==> src/rtl/fifo_ctrl.sv <==
// fifo_ctrl: control path of an 8-entry FIFO. It owns the handshake state machine,
// the head/tail pointers and the occupancy count. It drives the register-file write
// port and the downstream read-mux enable/select. It holds no data.
module fifo_ctrl #(
    parameter int DEPTH = 8,
    parameter int PTR_W = 3,
    parameter int CNT_W = 4
) (
    input  logic             clk,
    input  logic             reset_n,
    input  logic             wr_en,
    input  logic             rd_en,
    output logic             we,
    output logic [PTR_W-1:0] wr_ptr,
    output logic             re,
    output logic [PTR_W-1:0] rd_ptr,
    output logic [CNT_W-1:0] data_count,
    output logic             full,
    output logic             empty,
    output logic             wr_ack,
    output logic             wr_err,
    output logic             rd_ack,
    output logic             rd_err
);

    typedef enum logic [2:0] {
        INIT     = 3'd0,
        NO_OP    = 3'd1,
        WRITE    = 3'd2,
        WR_ERROR = 3'd3,
        READ     = 3'd4,
        RD_ERROR = 3'd5
    } state_t;

    state_t             state_q, state_d;
    logic [CNT_W-1:0]   cnt_q, cnt_d;
    logic [PTR_W-1:0]   head_q, head_d;
    logic [PTR_W-1:0]   tail_q, tail_d;

    // Status flags come straight from the committed count, so they already
    // reflect a transfer during the cycle its ack is high.
    assign full  = (cnt_q == CNT_W'(DEPTH));
    assign empty = (cnt_q == '0);

    // Next state, count and pointers; the decision is the same from every state.
    always_comb begin
        state_d = NO_OP;
        cnt_d   = cnt_q;
        head_d  = head_q;
        tail_d  = tail_q;

        if (wr_en && !rd_en) begin
            state_d = full ? WR_ERROR : WRITE;
        end else if (rd_en && !wr_en) begin
            state_d = empty ? RD_ERROR : READ;
        end

        // The count moves on the edge that enters a transfer state.
        if (state_d == WRITE) begin
            cnt_d = cnt_q + CNT_W'(1);
        end else if (state_d == READ) begin
            cnt_d = cnt_q - CNT_W'(1);
        end

        // Pointers advance on the edge that ends a transfer cycle, so during the
        // transfer they still address the slot being accessed. Wrap is natural overflow.
        if (state_q == WRITE) begin
            tail_d = tail_q + PTR_W'(1);
        end
        if (state_q == READ) begin
            head_d = head_q + PTR_W'(1);
        end
    end

    // State, count and pointer registers with immediate asynchronous clear.
    always_ff @(posedge clk or negedge reset_n) begin
        if (!reset_n) begin
            state_q <= INIT;
            cnt_q   <= '0;
            head_q  <= '0;
            tail_q  <= '0;
        end else begin
            state_q <= state_d;
            cnt_q   <= cnt_d;
            head_q  <= head_d;
            tail_q  <= tail_d;
        end
    end

    // Moore outputs decoded from the state register.
    always_comb begin
        we     = (state_q == WRITE);
        wr_ack = (state_q == WRITE);
        re     = (state_q == READ);
        rd_ack = (state_q == READ);
        wr_err = (state_q == WR_ERROR);
        rd_err = (state_q == RD_ERROR);
    end

    assign wr_ptr     = tail_q;
    assign rd_ptr     = head_q;
    assign data_count = cnt_q;

endmodule

==> config.mk <==
export PLATFORM = sky130hd
export DESIGN_NAME = fifo_ctrl
export DESIGN_NICKNAME = d
export VERILOG_FILES = /design/src/rtl/fifo_ctrl.sv
export SDC_FILE = /design/constraint.sdc
export NUM_CORES = 1
export LEC_CHECK = 0
export CORE_MARGIN = 5
export CORE_UTILIZATION = 30
export DETAILED_ROUTE_END_ITERATION = 12
export GPL_TIMING_DRIVEN = 0
export MAX_ROUTING_LAYER = met4
export PLACE_DENSITY = 0.62
export SYNTH_ARGS = -nofsm -noshare
export SYNTH_HDL_FRONTEND = slang
export SYNTH_SLANG_ARGS = --single-unit
==> constraint.sdc <==
create_clock -name clk -period 2.23 [get_ports clk]
set_input_delay 0.446 -clock clk [delete_from_list [all_inputs] [get_ports clk]]
set_output_delay 0.446 -clock clk [all_outputs]
set_load 0.01 [all_outputs]
==> run metrics, run 1 <==
Syn-to-layout area delta 41.71%; top cell type's share of synthesized area 47.36%; Final Hold Viols 0; HPWL after detailed placement ~900 um; VDD IR max 0.5407 mV; initial antenna violation count 0; Yosys top cell by area dfrtp_1; largest net degree at the start of global routing 14; crit path DAT 1.74 ns; pwr/cell area 1211 nW/um^2; worst setup path class reg2out; FF-to-FF Start data_count[1]$_DFFE_PN0P_; CP Max Fanout 5; design area 973.4 um^2; post-synth net total 60; Total GRT Usage 7.520%; Hold Path Depth 1; FILL cells 218; number of global-route vias before repair 422; I/O pins 22; FMAX ~460 MHz; worst hold path type reg2reg; first-pass GRT wire length 1938 um; RSZ-0062 raised after global routing true; clk slew on worst S/H paths roughly 0.080 ns; Cell Area, Synth 686.9 um^2; total detailed-routing wirelength 1122 um; most frequent cells in the layout clkdlybuf4s50_1 (21), dfrtp_1 (11), xor2_1 (5); Mapped Cells 51; Routed wire per std cell 10.69 um; Final ANT Viol Nets 0; number of nets in the layout 87; DRT iter0 DRCs 6; final slew viol count 0; leak pwr 0.4203 nW; CTS H-Tree Depth 1; DRC viols 0; Final Core Density 44.43%; reg-to-reg slack, setup 0.19 ns; Final Skew 0.002084 ns; clk buf depth 2; Tightest Pin Transition 0.5547 ns; Hold Crit Start wr_ptr[2]$_DFFE_PN0P_; Setup crit end kind output port; number of diodes 0; Die Width 57.85 um; max-cap viol count 0; commonest non-fill, non-tap cell in the layout clkdlybuf4s50_1; clock sink count 13; GR Overflow Total 0; final setup fails 0; yosys warns 0; Root Driver clkbuf_4; final period utilization between 90% and 100%; die area around 3300 um^2; layout cell share with drive strength beyond 1 23.38%; Avg Cell Area, Syn 13.47 um^2; Seq/Total Area, Yosys between 40% and 50%; Hold Path End wr_ptr[2]$_DFFE_PN0P_; # port buffers 21; synth unique cells 22; WP data required roughly 1.8 ns; Post-Place Cell Area ~930 um^2; clock latency on the worst-skew pair 0.27 ns; Initial DRT Pass Iterations 2; Die Ht 57.85 um; FP Rows 17; Starting Density approximately a third; TritonCTS Buffers 3; Vias about 460; minimum clock period 2.182 ns; Worst slew margin 62.90%; Core Region 2191 um^2; CTS tree built; synth top area cells dfrtp_1 (47%), ha_1 (7.3%), xor2_1 (6.4%); vias per cell 4.371; placer congestion estimate 0.6549; Yosys reg bits 13; FF-to-FF End data_count[3]$_DFFE_PN0P_; run status completed; Worst Reg2Reg Path Length in Cells 7; Worst setup SP type flip-flop
-- cell usage after synthesis --
library cell / instances
xor2_1: 5
nor4_1: 1
nor3_4: 1
nor2b_2: 1
a21oi_1: 1
dfrtp_1: 13
fa_1: 1
mux4_2: 1
nor3b_2: 2
nand2_1: 2
buf_4: 2
nand2b_1: 3
mux2_2: 2
and3b_1: 2
nor2_1: 1
a21o_2: 1
xnor2_1: 2
inv_1: 2
mux2_1: 2
ha_1: 4
and2_2: 1
a2bb2oi_2: 1
-- worst max path at each step --
stage | from | end | slack [ns] | cells past startpoint
5_1_grt | state_q[0]$_DFF_PN0_ | re | -0.04 | 3
4_1_cts | data_count[0]$_DFFE_PN0P_ | full | 0.008 | 3
2_1_floorplan | data_count[0]$_DFFE_PN0P_ | data_count[3]$_DFFE_PN0P_ | 0.15 | 7
3_5_place_dp | rd_en | data_count[3]$_DFFE_PN0P_ | -0.18 | 7
3_3_place_gp | wr_en | data_count[3]$_DFFE_PN0P_ | -0.18 | 7
6_report | state_q[0]$_DFF_PN0_ | re | 0.05 | 3
-- metal layers --
layer / part of all wire (%) / wire length, um / vias to the layer above / track usage [%]
met2: 44 / 493 / 15 / 10.48
met1: 49 / 549 / 218 / 10.14
li1: - / - / 226 / -
met3: 7.1 / 80 / 0 / 0.8909
met4: 0 / 0 / 0 / 4.967
met5: 0 / 0 / - / -
-- flip-flops by register name, indices dropped and copies added (netlist names) --
signal / count
data_count: 4
rd_ptr: 3
state_q: 3
wr_ptr: 3
-- power by group --
group	internal (mW)	total [mW]	switching (mW)
clock network	0.0691	0.141	0.0716
logic	0.359	0.568	0.209
registers	0.339	0.470	0.131
total	0.768	1.18	0.411
-- cell type report --
| cell class | count | area (um^2) | area share, % |
|---|---|---|---|
| Inverter | 2 | 7.507 | 0.7712 |
| Buffer | 2 | 15.01 | 1.542 |
| Multi-Input combinational cell | 34 | 344.1 | 35.35 |
| Sequential cell | 13 | 327.8 | 33.68 |
| Timing Repair Buffer | 22 | 217.7 | 22.37 |
| Tap cell | 28 | 35.03 | 3.599 |
| Clock buffer | 4 | 26.28 | 2.699 |
-- metrics by stage --
step                worst slack (ns)  cells  hold WS (ns)  setup TNS, ns  total power [mW]
CTS                         0.008414    104        0.4790              0             1.181
finish                       0.04799    105        0.4738              0             1.179
global route                -0.03843    105        0.5023       -0.07218             1.292
floorplan                     0.1498     51        0.1504              0            0.7487
detailed placement           -0.1824    100        0.4637        -0.2193             1.038
global placement             -0.1775    100        0.4605        -0.2107             1.027
-- cell families (layout without fill, tap and decap cells) --
family	after synthesis	in the layout	synth area share (%)
mux	5	5	9.835
xor+xnor	7	7	8.925
flops	13	13	47.36
buf+inv	4	30	3.278
simple gates	14	14	16.21
fa+ha+maj	5	5	10.20
compound gates	3	3	4.188
-- critical path, stage by stage, from the launching register on --
cell and delay (ns):
dfrtp_1 0.42, nor3b_2 0.36, buf_4 0.17, clkdlybuf4s50_1 0.52
-- what timing repair did --
action	in CTS	in global routing
resized for setup	0	3
hold buffers	0	0
setup buffers	0	1
hold endpoints to repair	0	0
endpoints found under the setup margin	0	4
(Power assumes the default switching activity.)
==> inputs of run 2 (changes only) <==
--- a/config.mk
+++ b/config.mk
@@ -7,6 +7,7 @@
 export LEC_CHECK = 0
 export CORE_MARGIN = 5
 export CORE_UTILIZATION = 30
+export CTS_CLUSTER_SIZE = 8
 export DETAILED_ROUTE_END_ITERATION = 12
 export GPL_TIMING_DRIVEN = 0
 export MAX_ROUTING_LAYER = met4
==> results of run 2 <==
Final layout, timing and power as in run 1 (identical DEF).
==> inputs of run 3 (changes only) <==
--- a/config.mk
+++ b/config.mk
@@ -5,7 +5,7 @@
 export SDC_FILE = /design/constraint.sdc
 export NUM_CORES = 1
 export LEC_CHECK = 0
-export CORE_MARGIN = 5
+export CORE_MARGIN = 1.5
 export CORE_UTILIZATION = 30
 export CTS_CLUSTER_SIZE = 8
 export DETAILED_ROUTE_END_ITERATION = 12
==> run 3 against run 2 <==
Effect of this change: sequential share of layout area is 0.43 points lower; largest cell class unchanged; design area is 1.3% higher; critical path type unchanged; critical path depth stayed put; global-route usage is 2.5 points higher; sequential power hardly changed; maximum frequency is 1.4% higher; sequential cell count stayed put; register-to-register slack hardly changed.
==> run metrics, run 3 (synthesized netlist as in run 1, its figures left out) <==
Initial DRT Pass Iterations 2 (unchanged); worst hold path type reg2reg (unchanged); Total GRT Usage 9.987% (was 7.520%); Die Width 50.85 um (was 57.85 um); first-pass GRT wire length 1849 um (was 1938 um); crit path buf inv count 2 (unchanged); FP Rows 17 (unchanged); TritonCTS Buffers 3 (unchanged); RSZ-0062 raised after global routing true (unchanged); wl on met1 569 um (was 549 um); total detailed-routing wirelength 1135 um (was 1122 um); Critical Path Max Stage Delay 0.52 ns (about the same); CTS tree built (unchanged); final slew viol count 0 (unchanged); clk slew on worst S/H paths 0.08 ns (about the same); I/O pins 22 (unchanged); largest net degree at the start of global routing 14 (unchanged); max reg flops 4 (unchanged); WP data required 1.78 ns (about the same); Vias 469 (was 459); initial antenna violation count 0 (unchanged); minimum clock period 2.152 ns (was 2.182 ns); leak pwr 0.4245 nW (was 0.4203 nW); number of diodes 0 (unchanged); clock sink count 13 (unchanged); final setup fails 0 (unchanged); CP max stage cell clkdlybuf4s50_1 (unchanged); Worst setup SP type flip-flop (unchanged); worst setup path class reg2out (unchanged); clock share of power 12.0% (was 11.9%); FMAX 464.6 MHz (was 458.3 MHz); pwr/cell area 1195 nW/um^2 (was 1211 nW/um^2); Final Skew 0.005620 ns (was 0.002084 ns); Tightest Pin Transition 0.5809 ns (was 0.5547 ns); Routed met2 length 500 um (was 493 um); max-cap viol count 0 (unchanged); sequential power share 40.1% (was 39.9%); Worst slew margin 61.15% (was 62.90%); GR Overflow Total 0 (unchanged); Core Region 2191 um^2 (unchanged); most frequent cells in the layout clkdlybuf4s50_1 (21), dfrtp_1 (11), xor2_1 (5) (unchanged); Root Driver clkbuf_4 (unchanged); number of nets in the layout 87 (unchanged); metal3 WL 51 um (was 80 um); Sw Share 34.78% (was 34.87%); Pwr Total 1.178 mW (was 1.179 mW); DRT iter0 DRCs 2 (was 6); clock latency on the worst-skew pair 0.27 ns (about the same); VDD IR max 0.5105 mV (was 0.5407 mV); Syn-to-layout area delta 43.53% (was 41.71%); CP Max Fanout 5 (unchanged); clk buf depth 2 (unchanged); final period utilization 96.52% (was 97.85%); DRC viols 0 (unchanged); design area 985.9 um^2 (was 973.4 um^2); P_sw 0.4098 mW (was 0.4110 mW); Setup crit end kind output port (unchanged); combinational power share 47.9% (was 48.2%); CTS H-Tree Depth 1 (unchanged); Starting Density 31.35% (unchanged); Final ANT Viol Nets 0 (unchanged); Die Ht 50.85 um (was 57.85 um); run status completed (unchanged); number of global-route vias before repair 405 (was 422); layout cell share with drive strength beyond 1 23.38% (unchanged); crit path DAT 1.71 ns (was 1.74 ns); die area 2586 um^2 (was 3347 um^2); commonest non-fill, non-tap cell in the layout clkdlybuf4s50_1 (unchanged); # port buffers 21 (unchanged); Worst path top cell family by delay buffers and inverters (unchanged); Post-Place Cell Area 932.1 um^2 (unchanged); placer congestion estimate 0.6371 (was 0.6549); Final Hold Viols 0 (unchanged); vias per cell 4.467 (was 4.371); worst path cell trace nor3b_4 -> buf_4 -> clkdlybuf4s50_1 (was nor3b_2 -> buf_4 -> clkdlybuf4s50_1); Highest Signal Layer met4 (was met3); Routed wire per std cell 10.81 um (was 10.69 um); Power Internal 0.7686 mW (was 0.7675 mW)
run 3: cell counts in the layout (fill, tap and decap cells not counted):
No cell type changed its count.
run 3: power groups by stage:
stage	clock network [mW]	registers, mW	logic [mW]
2_1_floorplan	0	0.499	0.250
5_1_grt	0.160	0.495	0.620
3_3_place_gp	0	0.471	0.548
6_report	0.141	0.473	0.565
3_5_place_dp	0	0.473	0.559
4_1_cts	0.148	0.468	0.564
run 3: per-stage QoR:
step           std cells  setup TNS (ns)  hold WS (ns)  util [%]  setup WS [ns]
2_1_floorplan         51               0        0.1504         -         0.1498
3_3_place_gp         100         -0.2046        0.4596     42.55        -0.1842
3_5_place_dp         100         -0.2456        0.4605     42.55        -0.1979
4_1_cts              104               0        0.4762     43.75       0.009797
5_1_grt              105      -0.0004610        0.4839     45.00     -0.0004610
6_report             105               0        0.4670     45.00        0.07762
run 3: layout make-up:
cell class / instances / area, um^2
timing repair buffer: 22 / 217.7
clock buffer: 4 / 26.28
multi-input combinational: 34 / 356.6
inverter: 2 / 7.507
tap: 28 / 35.03
buffer: 2 / 15.01
sequential: 13 / 327.8
fill: 209 / 1205
run 3: layer usage:
layer  track usage [%]  vias up
met5                 -        -
met4             6.757        0
met3             1.754        2
met2             14.47       17
met1             12.78      221
li1                  -      229
run 3: path summary, 6_finish.rpt:
kind	startpoint	slack, ns	depth (start not counted)	endpoint
max	state_q[0]$_DFF_PN0_	0.08	3	re
min	wr_ptr[2]$_DFFE_PN0P_	0.47	1	wr_ptr[2]$_DFFE_PN0P_
max reg2reg	data_count[2]$_DFFE_PN0P_	0.18	7	data_count[3]$_DFFE_PN0P_
min reg2reg	wr_ptr[2]$_DFFE_PN0P_	0.47	1	wr_ptr[2]$_DFFE_PN0P_
max in group asynchronous	reset_n	1.27	1	data_count[0]$_DFFE_PN0P_
min in group asynchronous	reset_n	0.54	1	wr_ptr[2]$_DFFE_PN0P_
run 3: timing repair:
action	in CTS	in global routing
setup buffers	0	1
hold buffers	0	0
setup endpoints to repair	0	4
hold endpoints to repair	0	0
gates resized for setup	0	5
